### config.mk
export PLATFORM = sky130hd
export DESIGN_NAME = gray_conv_arbiter
export DESIGN_NICKNAME = d
export VERILOG_FILES = /design/src/rtl/gray_conv_arbiter.sv
export SDC_FILE = /design/constraint.sdc
export NUM_CORES = 1
export LEC_CHECK = 0
export ABC_AREA = 0
export CAP_MARGIN = 10
export CORE_AREA = 2 2 54 56
export DETAILED_ROUTE_END_ITERATION = 16
export DIE_AREA = 0 0 56 58
export GPL_ROUTABILITY_DRIVEN = 0
export PLACE_DENSITY = 0.83
export SLEW_MARGIN = 10
export SYNTH_ARGS = -nofsm -noshare
export SYNTH_HDL_FRONTEND = slang
export SYNTH_SLANG_ARGS = --single-unit
### constraint.sdc
create_clock -name clk -period 2.9 [get_ports clk]
set_input_delay 0.58 -clock clk [delete_from_list [all_inputs] [get_ports clk]]
set_output_delay 0.58 -clock clk [all_outputs]
set_load 0.01 [all_outputs]
### src/rtl/gray_conv_arbiter.sv
// Purpose: round-robin arbiter sharing one binary_to_gray converter among NREQ requesters.
// Latency: a value accepted on edge N is presented on out_gray/out_id with out_valid=1 after edge N.
// Backpressure: one-entry output stage; req_ready only while empty or draining (out_ready=1), else all 0.
// Build option: define GRAY_ARB_FIXED_PRIO_EN for fixed priority (lowest valid index wins, no rr pointer).

module binary_to_gray #(
   parameter int BITS = 8
) (
   input  logic [BITS-1:0] bin_i,
   output logic [BITS-1:0] gray_o
);
   assign gray_o = bin_i ^ (bin_i >> 1);
endmodule

module gray_conv_arbiter #(
   parameter  int BITS = 8,
   parameter  int NREQ = 4,
   localparam int IDW  = $clog2(NREQ)
) (
   input  logic                 clk,
   input  logic                 rst_n,
   input  logic [NREQ-1:0]      req_valid,
   input  logic [NREQ*BITS-1:0] req_binary,
   output logic [NREQ-1:0]      req_ready,
   output logic                 out_valid,
   input  logic                 out_ready,
   output logic [BITS-1:0]      out_gray,
   output logic [IDW-1:0]       out_id
);

   typedef enum logic {EMPTY = 1'b0, FULL = 1'b1} state_e;

   state_e            state_q, state_d;
   logic [BITS-1:0]   gray_q, gray_d;
   logic [IDW-1:0]    id_q, id_d;
   logic [IDW-1:0]    rr_ptr;

   logic              any_vld;
   logic [IDW-1:0]    win_id;
   logic              can_accept;
   logic              xfer;
   logic [BITS-1:0]   sel_bin;
   logic [BITS-1:0]   sel_gray;

   // Circular scan starting at rr_ptr; first valid requester wins.
   always_comb begin
      logic [IDW:0] idx;
      any_vld = 1'b0;
      win_id  = '0;
      idx     = '0;
      for (int k = 0; k < NREQ; k++) begin
         idx = {1'b0, rr_ptr} + (IDW+1)'(k);
         if (idx >= (IDW+1)'(NREQ)) begin
            idx = idx - (IDW+1)'(NREQ);
         end
         if (!any_vld && req_valid[idx[IDW-1:0]]) begin
            any_vld = 1'b1;
            win_id  = idx[IDW-1:0];
         end
      end
   end

   // A slot is free when empty, or when the held result drains this cycle.
   assign can_accept = (state_q == EMPTY) || out_ready;
   assign xfer       = any_vld && can_accept;
   // rst_n gating keeps every ready low while reset is asserted.
   assign req_ready  = (xfer && rst_n) ? ({{(NREQ-1){1'b0}}, 1'b1} << win_id) : '0;

   assign sel_bin = req_binary[win_id*BITS +: BITS];

   binary_to_gray #(.BITS(BITS)) u_b2g (
      .bin_i  (sel_bin),
      .gray_o (sel_gray)
   );

`ifdef GRAY_ARB_FIXED_PRIO_EN
   assign rr_ptr = '0;
`else
   logic [IDW-1:0] rr_ptr_q, rr_ptr_d;
   assign rr_ptr = rr_ptr_q;

   // Pointer moves just past the winner on every transfer, wrapping at NREQ.
   always_comb begin
      rr_ptr_d = rr_ptr_q;
      if (xfer) begin
         rr_ptr_d = (win_id == IDW'(NREQ-1)) ? '0 : win_id + IDW'(1);
      end
   end

   // Round-robin pointer register.
   always_ff @(posedge clk or negedge rst_n) begin
      if (!rst_n) begin
         rr_ptr_q <= '0;
      end else begin
         rr_ptr_q <= rr_ptr_d;
      end
   end
`endif

   // Output-stage next state: load on transfer, drain to EMPTY otherwise; data holds when not loading.
   always_comb begin
      state_d = state_q;
      gray_d  = gray_q;
      id_d    = id_q;
      if (xfer) begin
         gray_d = sel_gray;
         id_d   = win_id;
      end
      case (state_q)
         EMPTY: begin
            if (xfer) state_d = FULL;
         end
         FULL: begin
            if (xfer)           state_d = FULL;
            else if (out_ready) state_d = EMPTY;
         end
         default: state_d = EMPTY;
      endcase
   end

   // Output-stage registers; reset discards any pending result immediately.
   always_ff @(posedge clk or negedge rst_n) begin
      if (!rst_n) begin
         state_q <= EMPTY;
         gray_q  <= '0;
         id_q    <= '0;
      end else begin
         state_q <= state_d;
         gray_q  <= gray_d;
         id_q    <= id_d;
      end
   end

   assign out_valid = (state_q == FULL);
   assign out_gray  = gray_q;
   assign out_id    = id_q;

endmodule

==> run_results.csv, run 1 <==
group,metric,value,unit
critical_path,cp-end-kind,"output port",
placement,placed_cell_area,1708,um^2
grt,antenna_found_initial,0,
pwr,leakagePower,0.7691,nW
cells_and_area,final_area,1737,um^2
clocking,cts_buffer_depth,2,
floorplanning,die_w,56,um
clocking,clk_latency,0.27,ns
critical_path,rr_endpoint,"out_gray[7]",
floorplanning,die_h,58,um
yosys,synth.avg_cell_area,8.506,um^2
clocking,clockRootBuffer,"clkbuf_4",
sta,tightest_slew,0.3109,ns
floorplanning,start_util,41.21,%
grt,top_usage_layer,"met2",
clocking,cts_sinks,13,
cells_and_area,fin_util,65.23,%
route,wl,2.916,mm
cells_and_area,syn_to_final_growth,58.27,%
flow_run,max-cap-violations,0,
critical_path,rrSetupSlack,0.81,ns
sta,hold_viol_final,0,
sta,rsz0062_at_grt,"no",
cells_and_area,drive_above_1_share,10.00,%
grt,grt.met1_usage,21.77,%
critical_path,crit_arrival,2.17,ns
critical_path,reg2reg_from,"rr_ptr[1]",
clocking,clkTransAtPathRegs,0.08,ns
yosys,synth-edff-count,0,
floorplanning,fp.dieArea,3248,um^2
grt,overflow,0,
critical_path,slowest_stage,"clkdlybuf4s50_1",
route,routed_via_density,5.281,
route,drc,0,
critical_path,crit_path_max_incr_delay,0.42,ns
route,drt_iter0_markers,31,
critical_path,cp.depth,8,
critical_path,path_cells,"clkdlybuf4s50_1 > inv_1 > a21oi_1 > o22ai_1 > inv_1 > ha_1 > and3_1 > dlygate4sd2_1",
pwr,powerDensity,579.1,nW/um^2
clocking,numCtsBuffers,3,
critical_path,required,2.32,ns
yosys,synth.cell_area,1097,um^2
placement,port-buffer-count,53,
cells_and_area,diodes,0,
sta,max_freq,0.3631,GHz
sta,setup_viol,0,
grt,track_usage,18.47,%
route,drt-pass1-iter-count,4,
sta,slew_headroom,79.21,%
critical_path,crit_fanout,3,
yosys,ys.warnings.count,0,
critical_path,startpoint,"req_valid[2]",
clocking,cts_tree,"yes",
grt,grtUsageMet3,1.563,%
sta,drv_slew,0,
critical_path,path_buf_inv,4,
floorplanning,core,2663,um^2
grt,grt_pass1_vias,1146,
grt,met2_usage,34.79,%
cells_and_area,nets,231,
placement,place_hpwl,2.419,mm
critical_path,crit_family,"buffers and inverters",
yosys,synthArstFlopShare,100.0,%
grt,grt_first_pass_wirelength,4.774,mm
route,vias,1167,
sta,period_needed,2.754,ns
outcome,status,"finished clean",
min_path,hold_class,"reg -> reg",
yosys,syn_nets,169,
critical_path,cp_common_cell,"inv_1",
clocking,cts-htree-levels,1,
critical_path,path_class,"in -> out",
sta,timing.final.crit_share,94.98,%
route,post_drt_wl_per_cell,13.19,um
critical_path,critPathCapture,"req_ready[3]",
floorplanning,io_pins,54,
yosys,seq_area_frac_synth,29.65,%
critical_path,rr_worst_depth,7,
yosys,synth.distinct_cells,27,
critical_path,cp-start-kind,"input pin",
yosys,synth_seq_cells,13,
yosys,synth_top_flop_cell,"dfrtp_1",
cells_and_area,final-instance-count-excl-fill,221,
placement,place_inst,217,
sta,fin_skew,0.001220,ns
floorplanning,rows,19,
grt,grt_max_degree,32,
pwr,ir_worst_vdd,402.2,uV
sta,tns,0,ns
yosys,synthCells,129,
route,postRouteAntennaNets,0,
-- through the flow --
step	hold WS, ns	worst slack, ns	power, mW
global placement	0.4675	-0.1535	0.8808
detailed placement	0.4738	-0.1940	0.8977
finish	0.4846	0.1456	1.006
CTS	0.4902	0.03879	1.011
global route	0.5043	0.08645	1.077
floorplan	0.2844	0.6481	0.6121
-- worst min path at each step --
stage | from | end | slack, ns | cells after the start
floorplan | rst_n | out_gray[0] | 0.28 | 0
global placement | out_id[0] | out_id[0] | 0.47 | 2
detailed placement | out_id[1] | out_id[1] | 0.47 | 2
CTS | out_gray[0] | out_gray[0] | 0.49 | 2
global route | out_gray[0] | out_gray[0] | 0.50 | 2
finish | out_id[1] | out_id[1] | 0.48 | 2
-- sequential cells by signal (all words and copies together) (netlist names) --
register	cells
rr_ptr	2
out_gray	8
out_id	2
out_valid	1
-- worst reg2reg max path: stages (launching register included) --
cell,delay (ns)
dfrtp_1,0.47
mux2_4,0.34
o221ai_4,0.17
buf_4,0.15
buf_4,0.28
mux2i_1,0.26
nor3_1,0.06
a211o_1,0.26
-- cell usage after synthesis, types with 2 or more instances --
library cell   n  share of area [%]
mux2i_1        2                1.8
nand2_1       30                 10
o21ai_0        2               0.91
o2111ai_1     14                 11
inv_1          5                1.7
buf_4          3                2.1
xor2_1        14                 11
xnor2_1       14                 11
buf_2          3                1.4
nor2_1         2               0.68
nand3_1        8                3.6
a21o_1         2                1.4
dfrtp_1       13                 30
a21oi_1        2               0.91
nor3_1         3                1.4
-- cell type report --
class | instances | area [um^2]
Multi-Input combinational cell | 104 | 718.2
Inverter | 5 | 18.77
Clock buffer | 4 | 26.28
Tap cell | 31 | 38.79
Timing Repair Buffer | 64 | 609.3
Sequential cell | 13 | 325.3
Fill cell | 246 | 925.9
-- per-layer routing --
metal | up-vias | part of all wire [%]
li1 | 576 | -
met1 | 542 | 41
met2 | 47 | 53
met3 | 2 | 5.9
met4 | 0 | 0.69
met5 | - | 0
-- where the power goes --
group          switching, mW  leakage, nW  internal, mW  total (mW)
Clock                 0.0566       0.0150        0.0532       0.110
Combinational          0.272        0.599         0.311       0.583
Sequential            0.0584        0.155         0.254       0.313
-- placed cells by master, fill, tap and decap left out, types with 2 or more instances in the layout --
| cell | netlist | layout |
|---|---|---|
| dfrtp_1 | 13 | 13 |
| xnor2_1 | 14 | 14 |
| dlygate4sd2_1 | 0 | 5 |
| o2111ai_1 | 14 | 14 |
| a21oi_1 | 2 | 2 |
| nor3_1 | 3 | 3 |
| inv_1 | 5 | 5 |
| nor2_1 | 2 | 2 |
| clkdlybuf4s50_1 | 0 | 47 |
| buf_4 | 3 | 11 |
| nand3_1 | 8 | 8 |
| xor2_1 | 14 | 14 |
| a21o_1 | 2 | 2 |
| o21ai_0 | 2 | 2 |
| mux2i_1 | 2 | 2 |
| clkbuf_4 | 0 | 3 |
| nand2_1 | 30 | 30 |
-- cells by family (layout without fill, tap and decap cells) --
logic type	after synthesis	in the layout	synth area share [%]
simple gates	46	46	17.90
buf+inv	12	73	5.473
compound gates	26	26	20.30
xor+xnor	28	28	22.35
fa+ha+maj	1	1	1.140
mux	3	3	3.192
flops	13	13	29.65
-- repair_timing --
item	in CTS	in global routing
gates resized for setup	7	1
pin swaps	0	0
hold buffers	0	0
setup buffers	0	0
setup endpoints to repair	4	1
Power figures use the tool's default switching activity.
==> inputs of run 2 (changes only) <==
Settings changed: SKIP_CTS_REPAIR_TIMING from default to 1.
==> run_results.csv, run 2 (same netlist as run 1, synthesis figures left out) <==
group,metric,value,unit
grt,grt_max_degree,32,
min_path,hold_start,"out_id[1]",
floorplanning,die_h,58,um
clocking,cts_sinks,13,
critical_path,required,2.32,ns
sta,tightest_slew,0.3127,ns
route,wl,2.975,mm
route,drt-pass1-iter-count,4,
sta,hold_viol_final,0,
critical_path,slowest_stage,"clkdlybuf4s50_1",
cells_and_area,largest_reg_flops,8,
sta,hold_ws,0.4844,ns
floorplanning,start_util,41.21,%
critical_path,rrSetupSlack,0.81,ns
critical_path,critPathCapture,"req_ready[3]",
route,vias,1177,
clocking,clockRootBuffer,"clkbuf_4",
sta,slew_headroom,79.09,%
critical_path,crit_arrival,2.05,ns
grt,track_usage,18.28,%
critical_path,rr_worst_depth,7,
floorplanning,core,2663,um^2
floorplanning,rows,19,
clocking,clkTransAtPathRegs,0.08,ns
min_path,hold_class,"reg -> reg",
floorplanning,fp.dieArea,3248,um^2
critical_path,path_class,"in -> out",
floorplanning,io_pins,54,
clocking,cts_tree,"yes",
clocking,cts-htree-levels,1,
route,drc,0,
cells_and_area,final-instance-count-excl-fill,221,
route,drt_iter0_markers,20,
clocking,cts_buffer_depth,2,
cells_and_area,drive_above_1_share,9.474,%
critical_path,rr_endpoint,"out_gray[7]",
critical_path,startpoint,"req_valid[2]",
pwr,powerDensity,572.0,nW/um^2
sta,setup_viol,0,
critical_path,crit_fanout,3,
cells_and_area,syn_to_final_growth,60.43,%
clocking,numCtsBuffers,3,
critical_path,path_cells,"clkdlybuf4s50_1 > inv_1 > a21oi_1 > o22ai_1 > inv_1 > ha_1 > and3_1 > dlymetal6s2s_1",
grt,grt_first_pass_wirelength,4.726,mm
cells_and_area,nets,231,
critical_path,reg2reg_from,"rr_ptr[1]",
min_path,hold_depth,2,
route,postRouteAntennaNets,0,
sta,max_freq,0.3795,GHz
sta,rsz0062_at_grt,"no",
sta,drv_slew,0,
clocking,clk_latency,0.27,ns
floorplanning,die_w,56,um
outcome,status,"finished clean",
critical_path,cp-start-kind,"input pin",
placement,place_inst,217,
critical_path,crit_family,"buffers and inverters",
route,routed_via_density,5.326,
cells_and_area,fin_util,66.12,%
placement,port-buffer-count,53,
grt,antenna_found_initial,0,
critical_path,cp-end-kind,"output port",
pwr,leakagePower,0.8303,nW
critical_path,cp_common_cell,"inv_1",
critical_path,cp.depth,8,
critical_path,crit_path_max_incr_delay,0.43,ns
critical_path,path_buf_inv,4,
flow_run,max-cap-violations,0,
sta,fin_skew,0.001587,ns
pwr,ir_worst_vdd,418.5,uV
placement,place_hpwl,2.419,mm
grt,overflow,0,
sta,timing.final.crit_share,90.86,%
cells_and_area,layout_commonest_cell,"clkdlybuf4s50_1",
grt,grt_pass1_vias,1152,
sta,period_needed,2.635,ns
route,post_drt_wl_per_cell,13.46,um
cells_and_area,diodes,0,
cells_and_area,final_cell_mix,"clkdlybuf4s50_1 (47), nand2_1 (30), xor2_1 (14), xnor2_1 (14), o2111ai_1 (14)",
[run 2: cell types whose count changed in the layout (fill, tap and decap cells not counted)]
cell	previous run	this run
or3b_1	0	1
a21oi_2	1	0
or3b_4	1	0
dlymetal6s2s_1	1	6
dlygate4sd2_1	5	0
a21oi_4	0	1
[run 2: worst min-delay path, cell delays in order (launching register included)]
cell     delay, ns
dfrtp_1       0.35
nand2_1       0.04
o21ai_0       0.06
[run 2: report_power, final]
group	total [mW]	switching, mW	internal [mW]	leakage (nW)
Clock	0.110	0.0566	0.0532	0.0150
Sequential	0.313	0.0587	0.254	0.155
Combinational	0.584	0.273	0.311	0.660
Total	1.01	0.388	0.619	0.830
[run 2: worst min path at each step]
stage / end / slack [ns]
after floorplan: out_gray[0] / 0.28
after global placement: out_id[0] / 0.47
after detailed placement: out_id[1] / 0.47
after CTS: out_gray[0] / 0.49
after global routing: out_gray[0] / 0.50
final: out_id[1] / 0.48
[run 2: layer usage]
metal | track usage, % | wire, um
met1 | 21.49 | 1175
met2 | 33.95 | 1595
met3 | 1.563 | 182
met4 | 8.163 | 22
met5 | 0 | 0
[run 2: per-stage QoR]
step           setup slack [ns]  cell area [um^2]  power, mW  TNS, ns
2_1_floorplan            0.6481              1097     0.6121        0
3_3_place_gp            -0.1535              1708     0.8808  -0.5588
3_5_place_dp            -0.1940              1708     0.8977  -0.6537
4_1_cts                 -0.2033              1734      1.010  -0.6838
5_1_grt                  0.2079              1760      1.078        0
6_report                 0.2650              1760      1.007        0
[run 2: final cells by class]
| class | count | area (um^2) |
|---|---|---|
| repair buffers | 64 | 628.1 |
| well taps | 31 | 38.79 |
| clock buffers | 4 | 26.28 |
| inverters | 5 | 18.77 |
| flip-flops and latches | 13 | 325.3 |
| multi-input cells | 104 | 723.2 |
| fillers | 238 | 902.1 |
